--- src/rtl/nabp_filter_mapper.sv ---
// nabp_filter_mapper: input FIFO feeding a shift line whose taps drive the
// processing-element partitions. The shifter's enable advances the line by one
// sample per cycle; a fill FSM reports when the line is fully populated.
module nabp_filter_mapper #(
  parameter int DATA_WIDTH = 16,
  parameter int LINE_LEN   = 32,
  parameter int NUM_TAPS   = 4,
  parameter int TAP_STRIDE = 8,
  parameter int FIFO_DEPTH = 8
) (
  input  logic                           clk,
  input  logic                           reset_n,
  input  logic                           sc_clear,
  input  logic [DATA_WIDTH-1:0]          hf_data,
  input  logic                           hf_valid,
  output logic                           hf_ready,
  input  logic                           fm_shift_enable,
  output logic [NUM_TAPS*DATA_WIDTH-1:0] pe_taps,
  output logic                           pe_valid,
  output logic [$clog2(FIFO_DEPTH):0]    fifo_level,
  output logic                           underflow
);

  localparam int PW = $clog2(FIFO_DEPTH);
  localparam int CW = PW + 1;
  localparam int FW = $clog2(LINE_LEN + 1);

  localparam logic [PW-1:0] PTR_ONE   = PW'(1);
  localparam logic [CW-1:0] CNT_ONE   = CW'(1);
  localparam logic [CW-1:0] CNT_ZERO  = CW'(0);
  localparam logic [CW-1:0] CNT_DEPTH = CW'(FIFO_DEPTH);
  localparam logic [FW-1:0] FILL_ONE  = FW'(1);
  localparam logic [FW-1:0] FILL_LEN  = FW'(LINE_LEN);

  typedef enum logic [1:0] {
    empty_s = 2'd0,
    fill_s  = 2'd1,
    full_s  = 2'd2
  } state_t;

  logic [DATA_WIDTH-1:0] fifo_mem_r [FIFO_DEPTH];
  logic [PW-1:0]         wr_ptr_r;
  logic [PW-1:0]         rd_ptr_r;
  logic [CW-1:0]         count_r;
  logic [DATA_WIDTH-1:0] line_r [LINE_LEN];
  logic [FW-1:0]         fill_cnt_r;
  state_t                state_r;
  logic                  underflow_r;

  logic                  ready_s;
  logic                  push_s;
  logic                  pop_s;
  logic                  flush_s;
  logic [FW-1:0]         fill_next_s;

  // Handshake and flush decode; ready looks only at the registered count.
  always_comb begin
    ready_s     = reset_n && (count_r < CNT_DEPTH);
    push_s      = hf_valid && ready_s;
    pop_s       = fm_shift_enable && (count_r != CNT_ZERO);
    flush_s     = !reset_n || sc_clear;
    fill_next_s = fill_cnt_r + FILL_ONE;
  end

  // FIFO pointers, occupancy and storage; a flush drops any same-cycle push/pop.
  always_ff @(posedge clk) begin
    if (flush_s) begin
      wr_ptr_r <= '0;
      rd_ptr_r <= '0;
      count_r  <= '0;
    end else begin
      if (push_s) begin
        fifo_mem_r[wr_ptr_r] <= hf_data;
        wr_ptr_r             <= wr_ptr_r + PTR_ONE;
      end
      if (pop_s) begin
        rd_ptr_r <= rd_ptr_r + PTR_ONE;
      end
      case ({push_s, pop_s})
        2'b10:   count_r <= count_r + CNT_ONE;
        2'b01:   count_r <= count_r - CNT_ONE;
        default: count_r <= count_r;
      endcase
    end
  end

  // Shift line; an empty FIFO on a shift injects a zero sample.
  always_ff @(posedge clk) begin
    if (flush_s) begin
      for (int k = 0; k < LINE_LEN; k++) line_r[k] <= '0;
    end else if (fm_shift_enable) begin
      for (int k = 1; k < LINE_LEN; k++) line_r[k] <= line_r[k-1];
      line_r[0] <= pop_s ? fifo_mem_r[rd_ptr_r] : '0;
    end
  end

  // Sticky underflow flag, set by any shift that finds the FIFO empty.
  always_ff @(posedge clk) begin
    if (flush_s) begin
      underflow_r <= 1'b0;
    end else if (fm_shift_enable && !pop_s) begin
      underflow_r <= 1'b1;
    end
  end

  // Fill FSM: counts shifts since the last clear, underflow shifts included.
  always_ff @(posedge clk) begin
    if (flush_s) begin
      state_r    <= empty_s;
      fill_cnt_r <= '0;
    end else if (fm_shift_enable) begin
      case (state_r)
        empty_s: begin
          fill_cnt_r <= FILL_ONE;
          state_r    <= (FILL_ONE == FILL_LEN) ? full_s : fill_s;
        end
        fill_s: begin
          fill_cnt_r <= fill_next_s;
          if (fill_next_s == FILL_LEN) state_r <= full_s;
        end
        full_s:  state_r <= full_s;
        default: state_r <= empty_s;
      endcase
    end
  end

  // Taps come straight from line registers.
  for (genvar i = 0; i < NUM_TAPS; i++) begin : g_tap
    assign pe_taps[i*DATA_WIDTH +: DATA_WIDTH] = line_r[i*TAP_STRIDE];
  end

  assign hf_ready   = ready_s;
  assign pe_valid   = (state_r == full_s);
  assign fifo_level = count_r;
  assign underflow  = underflow_r;

endmodule
--- config.mk ---
export PLATFORM = sky130hd
export DESIGN_NAME = nabp_filter_mapper
export DESIGN_NICKNAME = d
export VERILOG_FILES = /design/src/rtl/nabp_filter_mapper.sv
export SDC_FILE = /design/constraint.sdc
export NUM_CORES = 1
export LEC_CHECK = 0
export CAP_MARGIN = 25
export CELL_PAD_IN_SITES_DETAIL_PLACEMENT = 0
export CELL_PAD_IN_SITES_GLOBAL_PLACEMENT = 2
export CORE_ASPECT_RATIO = 0.75
export CORE_UTILIZATION = 42
export CTS_BUF_LIST = sky130_fd_sc_hd__clkbuf_2
export DETAILED_ROUTE_END_ITERATION = 8
export GPL_ROUTABILITY_DRIVEN = 0
export PLACE_DENSITY_LB_ADDON = 0.08
export SLEW_MARGIN = 20
export SYNTH_ARGS = -nofsm -noshare
export SYNTH_HDL_FRONTEND = slang
export SYNTH_SLANG_ARGS = --single-unit
--- constraint.sdc ---
create_clock -name clk -period 8.74 [get_ports clk]
set_clock_uncertainty 0.2 [all_clocks]
set_input_delay 1.311 -clock clk [delete_from_list [all_inputs] [get_ports clk]]
set_output_delay 1.311 -clock clk [all_outputs]
set_load 0.05 [all_outputs]
==> results.txt, run 1 <==
* Unrepaired setup endpoints after global routing: no
- In the detailed route, the total length drawn on met3 is 1980 um.
- After detailed routing, the number of remaining DRC violations is 0.
- TritonCTS buffer count: between 100 and 150
- At the end of the flow the core is filled with cells to 0.482.
- Counting every instance in the synthesized netlist gives 1333.
- Counting the fill cells in the layout gives roughly 4400.
* Proportion of register bits with asynchronous set or reset after synthesis: 0
* CTS tree: built
* Required time reported for the critical path endpoint: 7.23 ns
* Synth warnings: 0
- Most frequent standard cell in the layout excluding fill and tap cells: edfxtp_1
- Initial detailed-routing violation count: between 800 and 900
- Mapped Nets: 1363
- Area growth, synth to finish: 13.4%
- Starting Density: 0.425
- The tool flagged a number of max-cap violations equal to 0.
* Floorplan die height: between 150 and 200 um
- Wire length per cell: 16.7 um
* Startpoint Class: primary input
- From left edge to right edge, the die measures 258 um.
- Fin. max-slew vios: 0
- Multi-input logic area: 5110 um^2
* Total of buffers placed on input and output ports: 91
- In this run the number of H-tree levels came out at 4.
- Worst VDD drop: 82.8 uV
* Layout cells sized above 1: 0.159
- Setup Crit Path Kind: in2out
* Final hold violation count: 0
* Highest metal used: met5
- Hold Path Class: reg2reg
- Metal2 WL: 16900 um
* Origin of the worst min-delay path: line_r[20][7]
- Pwr per Cell Area: slightly above 200 nW/um^2
- The count of nets left with antenna violations once routing finished came out at 0.
* Post-CTS setup buffer count: 0
* Headroom to the max-slew limit: 0.331
- After synthesis the netlist holds a flip-flop and latch count of 550.
* Antenna violations before repair: 4
* Placeable Area: 48700 um^2
- Entering global routing, the biggest net connects around 250 pins.
* Standard-cell row count: 70
* Vias per Instance: 4.98
* Total Neg Setup Slack: 0 ns
- Register area share after synthesis: 0.733
- Nets: 1506
- In the layout the commonest cells are 416 x edfxtp_1, 272 x and3_1, 197 x clkbuf_2.
- The final layout contains routed wiring with a total length of approximately 37000 um.
- For this design the static power due to leakage is 9.90 nW.
- Final-layout worst hold slack: 0.260 ns
- Number of global-route vias before repair: 10800
- The worst hold path terminates at line_r[21][7].
- Clock transition time at the flip-flop clock pins of the worst setup and hold paths: 0.10 ns
* Cell depth of the worst min-delay path: 2
- Worst skew pair latency: 1.06 ns
* Via count: 11000
* Worst reg2reg path endpoint: fifo_level[2]
* Worst R2R Setup Slack: roughly 6 ns
- The die covers 50200 um^2.
- CP Data Arrival Time: 2.83 ns
* Worst Tran Pin Value: 1.00 ns
* Post-detail-place hpwl: about 18000 um
- Top cell type's share of synthesized area: 0.603
* Worst r2r src: fifo_level[1]
* CP endpoint kind: output pin
- The mapped netlist covers between 20000 and 25000 um^2.
* Final critical path time including I/O delays and setup: 4.35 ns
- Pre-antenna DRT Iters: 4
- Of all nets on the critical path, the largest fanout is 4.
* Maximum clock frequency: 230 MHz
- A synthesized cell averages about 16 um^2.
- Final setup fails: 0
* Routed met1 length: 17600 um
* Largest cells by area after synthesis: edfxtp_1 60%, dfxtp_1 13%, and3_1 8.2%
- After synthesis, the netlist uses 48 different library cells.
* Number of buffers inserted for hold repair after clock tree synthesis: 0
* First-pass GRT wire length: between 50000 and 60000 um
* FF-to-FF path depth: 10
- I/O pin cnt: 92
- Remaining global-route overflow: 0
- Main flop type after synthesis: edfxtp_1
- Buffers from clock root to sink, at most: 3
* Sequential cell area: 15200 um^2
* GRT Overall Usage: 0.149
* Final period utilization: 0.497
- Synth area leader: edfxtp_1
* Status: finished clean
- Post-cts sizing count: 0
- Root Driver: clkbuf_2
- Number of flops mapped to enable cells by yosys: 416
* Count of clock tree sinks: 550
-- cell usage after synthesis (all sizes together) (6+ instances only) --
cell type / number
ha: 9
buf: 41
mux2i: 131
a21oi: 6
nand2: 15
inv: 6
mux4: 32
xor2: 6
nand3: 11
edfxtp: 416
dfxtp: 134
clkbuf: 62
and3: 272
nor2: 147
-- state kept, by name (all words and copies together), names as in the netlist, named ones only --
signal / count
line_r: 400
fifo_mem_r: 128
state_r: 2
fill_cnt_r: 6
underflow: 1
rd_ptr_r: 3
wr_ptr_r: 3
fifo_level: 4
-- worst max path at each step --
stage | start | to | slack [ns] | depth (start not counted)
after detailed placement | fm_shift_enable | line_r[1][2] | 4.28 | 4
final | reset_n | hf_ready | 4.39 | 3
after floorplan | reset_n | line_r[0][0] | 2.77 | 4
after CTS | reset_n | hf_ready | 4.38 | 3
after global routing | reset_n | hf_ready | 4.31 | 3
after global placement | fm_shift_enable | line_r[1][6] | 4.30 | 4
-- per-layer routing --
layer,vias up,global-route usage
met5,-,0
met4,2,0.0587
met3,68,0.0537
met2,215,0.217
met1,5389,0.203
li1,5372,-
-- per-stage QoR --
stage / cell area, um^2 / worst slack (ns) / cells / total power [mW]
6_report: 23500 / 4.39 / 2219 / 4.78
5_1_grt: 23500 / 4.31 / 2218 / 5.04
4_1_cts: 23400 / 4.38 / 2214 / 4.88
3_5_place_dp: 22200 / 4.28 / 1983 / 3.15
3_3_place_gp: 22200 / 4.30 / 1982 / 3.15
2_1_floorplan: 20700 / 2.77 / 1333 / 3.08
-- final cells by class --
type | count | share of cell area
Clock buffer | 197 | 0.0420
Multi-Input combinational cell | 674 | 0.218
Tap cell | 648 | 0.0345
Timing Repair Buffer | 108 | 0.0479
Sequential cell | 550 | 0.647
Antenna cell | 2 | 0.000213
Clock inverter | 34 | 0.0101
Inverter | 6 | 0.000960
-- critical path, stage by stage --
cell and delay (ns):
clkdlybuf4s50_1 0.56, nor2b_1 0.16, clkdlybuf4s50_1 0.81
-- power breakdown --
group	internal (mW)	switching, mW
logic	0.0622	0.142
clock network	0.716	0.981
registers	2.86	0.0226
total	3.64	1.15
-- cells by family after synthesis --
family | share of synthesized area
AO/OA/AOI/OAI | 0.00713
XOR/XNOR | 0.00296
adder cells (fa/ha/maj) | 0.00544
buffers and inverters | 0.0244
flip-flops | 0.733
multiplexers | 0.103
AND/OR/NAND/NOR | 0.124
Power figures use the tool's default switching activity.
==> run 2: changes to the inputs <==
Clock period 8.74 ns to 3.8 ns, I/O delays scaled along.
==> results.txt, run 2 (same netlist as run 1, synthesis figures left out) <==
- Maximum clock frequency: 310 MHz
* Floorplan die height: 194 um
- The register with the most flip-flops in the layout has 400 of them.
- Number of max-cap violations: 0
* Leak: 10.0 nW
* Most frequent standard cell in the layout excluding fill and tap cells: edfxtp_1
- Pre-antenna DRT Iters: 7
- Pwr per Cell Area: 464 nW/um^2
- For this configuration, the core starts out at a cell density of 0.425.
- Maximum level of the CTS H-tree: 4
* Vias per Instance: 4.94
- Data arrives at the worst endpoint at 2.46 ns.
- After legalization and detailed placement, the total HPWL measured 19100 um.
- After detailed routing, the average wire length per cell comes to 16.5 um.
- Total Neg Setup Slack: 0 ns
- After layout, the worst setup slack is 0.573 ns.
* Startpoint Class: flop
* Worst VDD drop: 272 uV
- Setup Crit Path Kind: reg2out
- The run finished with clean final reports.
- After routing the design area is between 20000 and 25000 um^2.
- The count of final hold-check violations is 0.
- Final critical path time including I/O delays and setup: about 3.2 ns
* Worst skew pair latency: 1.03 ns
* Worst Tran Pin Value: ~0.98 ns
* Number of placed cells counting well taps: 1993
- The worst pin sits at a relative slew slack of 0.346.
- Buffers placed on the I/O ports in this run total 91.
- From left edge to right edge, the die measures 258 um.
* Number of nets with antenna violations after routing: 0
- CTS saw 550 sinks.
- Along the worst path, the maximum fanout reaches 3.
- Worst path max stage delay: 0.87 ns
- Required time reported for the critical path endpoint: 3.03 ns
- I/O pin cnt: 92
- For this run, the total global-route usage over all layers was measured as 0.150.
* Post-cts sizing count: 0
- The final-report max-slew violation count was 0.
- Dividing the final minimum period by the clock period gives 0.849.
- In this run the worst hold path is classified as in2reg.
- Standard-cell row count: 70
- In this run, CTS created clock tree buffers numbering 139.
- Remaining global-route overflow: 0
- The largest individual stage delay along the critical path comes from the cell clkdlybuf4s50_1.
- The region available for standard cell placement spans 48700 um^2.
- Clock transition time at the flip-flop clock pins of the worst setup and hold paths: 0.10 ns
* Most frequent cells in the layout: 416 x edfxtp_1, 272 x and3_1, 205 x clkbuf_2
* Root Driver: clkbuf_2
* Layout cells sized above 1: 0.162
- Entering global routing, the biggest net connects 140 pins.
* Antenna violations before repair: 2
- Area growth, synth to finish: 14.4%
- Area after detailed placement: between 20000 and 25000 um^2
- OpenSTA, run right after detailed placement, puts the worst setup slack at 0.542 ns.
- Post-layout power: 11.0 mW
- The worst setup path is captured at an output pin.
- The via count of the first global-routing pass came to 11200.
* Via count: 11100
* Total wire length after detailed routing: about 37000 um
* Worst-path cell chain: inv_1, ha_1, clkdlybuf4s50_1
- Counting along the longest clock path gives a buffer depth of 3.
* First-pass GRT wire length: 59400 um
* Largest registers in the final layout: line_r x400, fifo_mem_r x128, fill_cnt_r x6
- The detailed router finished its first iteration with 732 violations.
- Setup violations remaining at the end of the flow were counted as 0.
* Nets: 1535
* Count of unresolved DRC violations after routing: 0
* Non-filler instance count after layout: 2249
- TritonCTS built the clock tree.
* Largest Register: line_r
- Setup repair after global routing left no endpoint under its margin.
* Area enclosed by the die boundary: around 50000 um^2
[run 2: changes by cell type in the layout (fill, tap and decap cells not counted), sizes merged]
cell and delta:
bufinv -1, clkinv -3, clkbuf +8, dlygate4sd3 +18
buf +8
[run 2: power breakdown]
group          internal, mW  switching [mW]  leakage (nW)  total, mW
Sequential             6.58          0.0499          5.59       6.63
Clock                  1.63            2.25         0.955       3.87
Combinational         0.158           0.330          3.48      0.488
[run 2: critical path: cells and delay by family, from the launching register on]
kind	cells	cell delay, ns
adder cells (fa/ha/maj)	1	0.15
buffers and inverters	2	0.97
flip-flops	1	0.34
[run 2: area by class of cell]
type / count / area (um^2)
clock buffer: 205 / 1030
clock inverter: 30 / 193
sequential: 550 / 15200
fill: 4451 / 25000
antenna: 2 / 5.00
multi-input combinational: 674 / 5080
tap: 648 / 811
timing repair buffer: 134 / 1370
inverter: 6 / 22.5
[run 2: routing by layer]
metal	share of wire	wire, um	GRT usage	up-vias
li1	-	-	-	5422
met1	0.48	17800	0.204	5414
met2	0.46	17000	0.225	217
met3	0.048	1780	0.0495	51
met4	0.015	544	0.0570	0
met5	0	0	0	-
[run 2: path summary, 6_finish.rpt]
kind                    from             end  slack (ns)  cells after the start
min reg2reg    line_r[17][2]   line_r[18][2]        0.29                      2
max               state_r[0]        pe_valid        0.57                      3
min          fm_shift_enable  line_r[23][15]        0.28                      4
max reg2reg    fifo_level[0]   fifo_level[2]        1.09                     10
[run 2: timing repair]
action,in CTS,in global routing
hold endpoints to repair,182,0
hold buffers,18,0
buffers inserted,0,0
[run 2: through the flow]
stage	hold slack, ns	util
after floorplan	0.254	-
after global placement	0.271	0.457
after detailed placement	0.275	0.457
after CTS	0.0851	0.486
after global routing	0.109	0.486
final	0.283	0.486
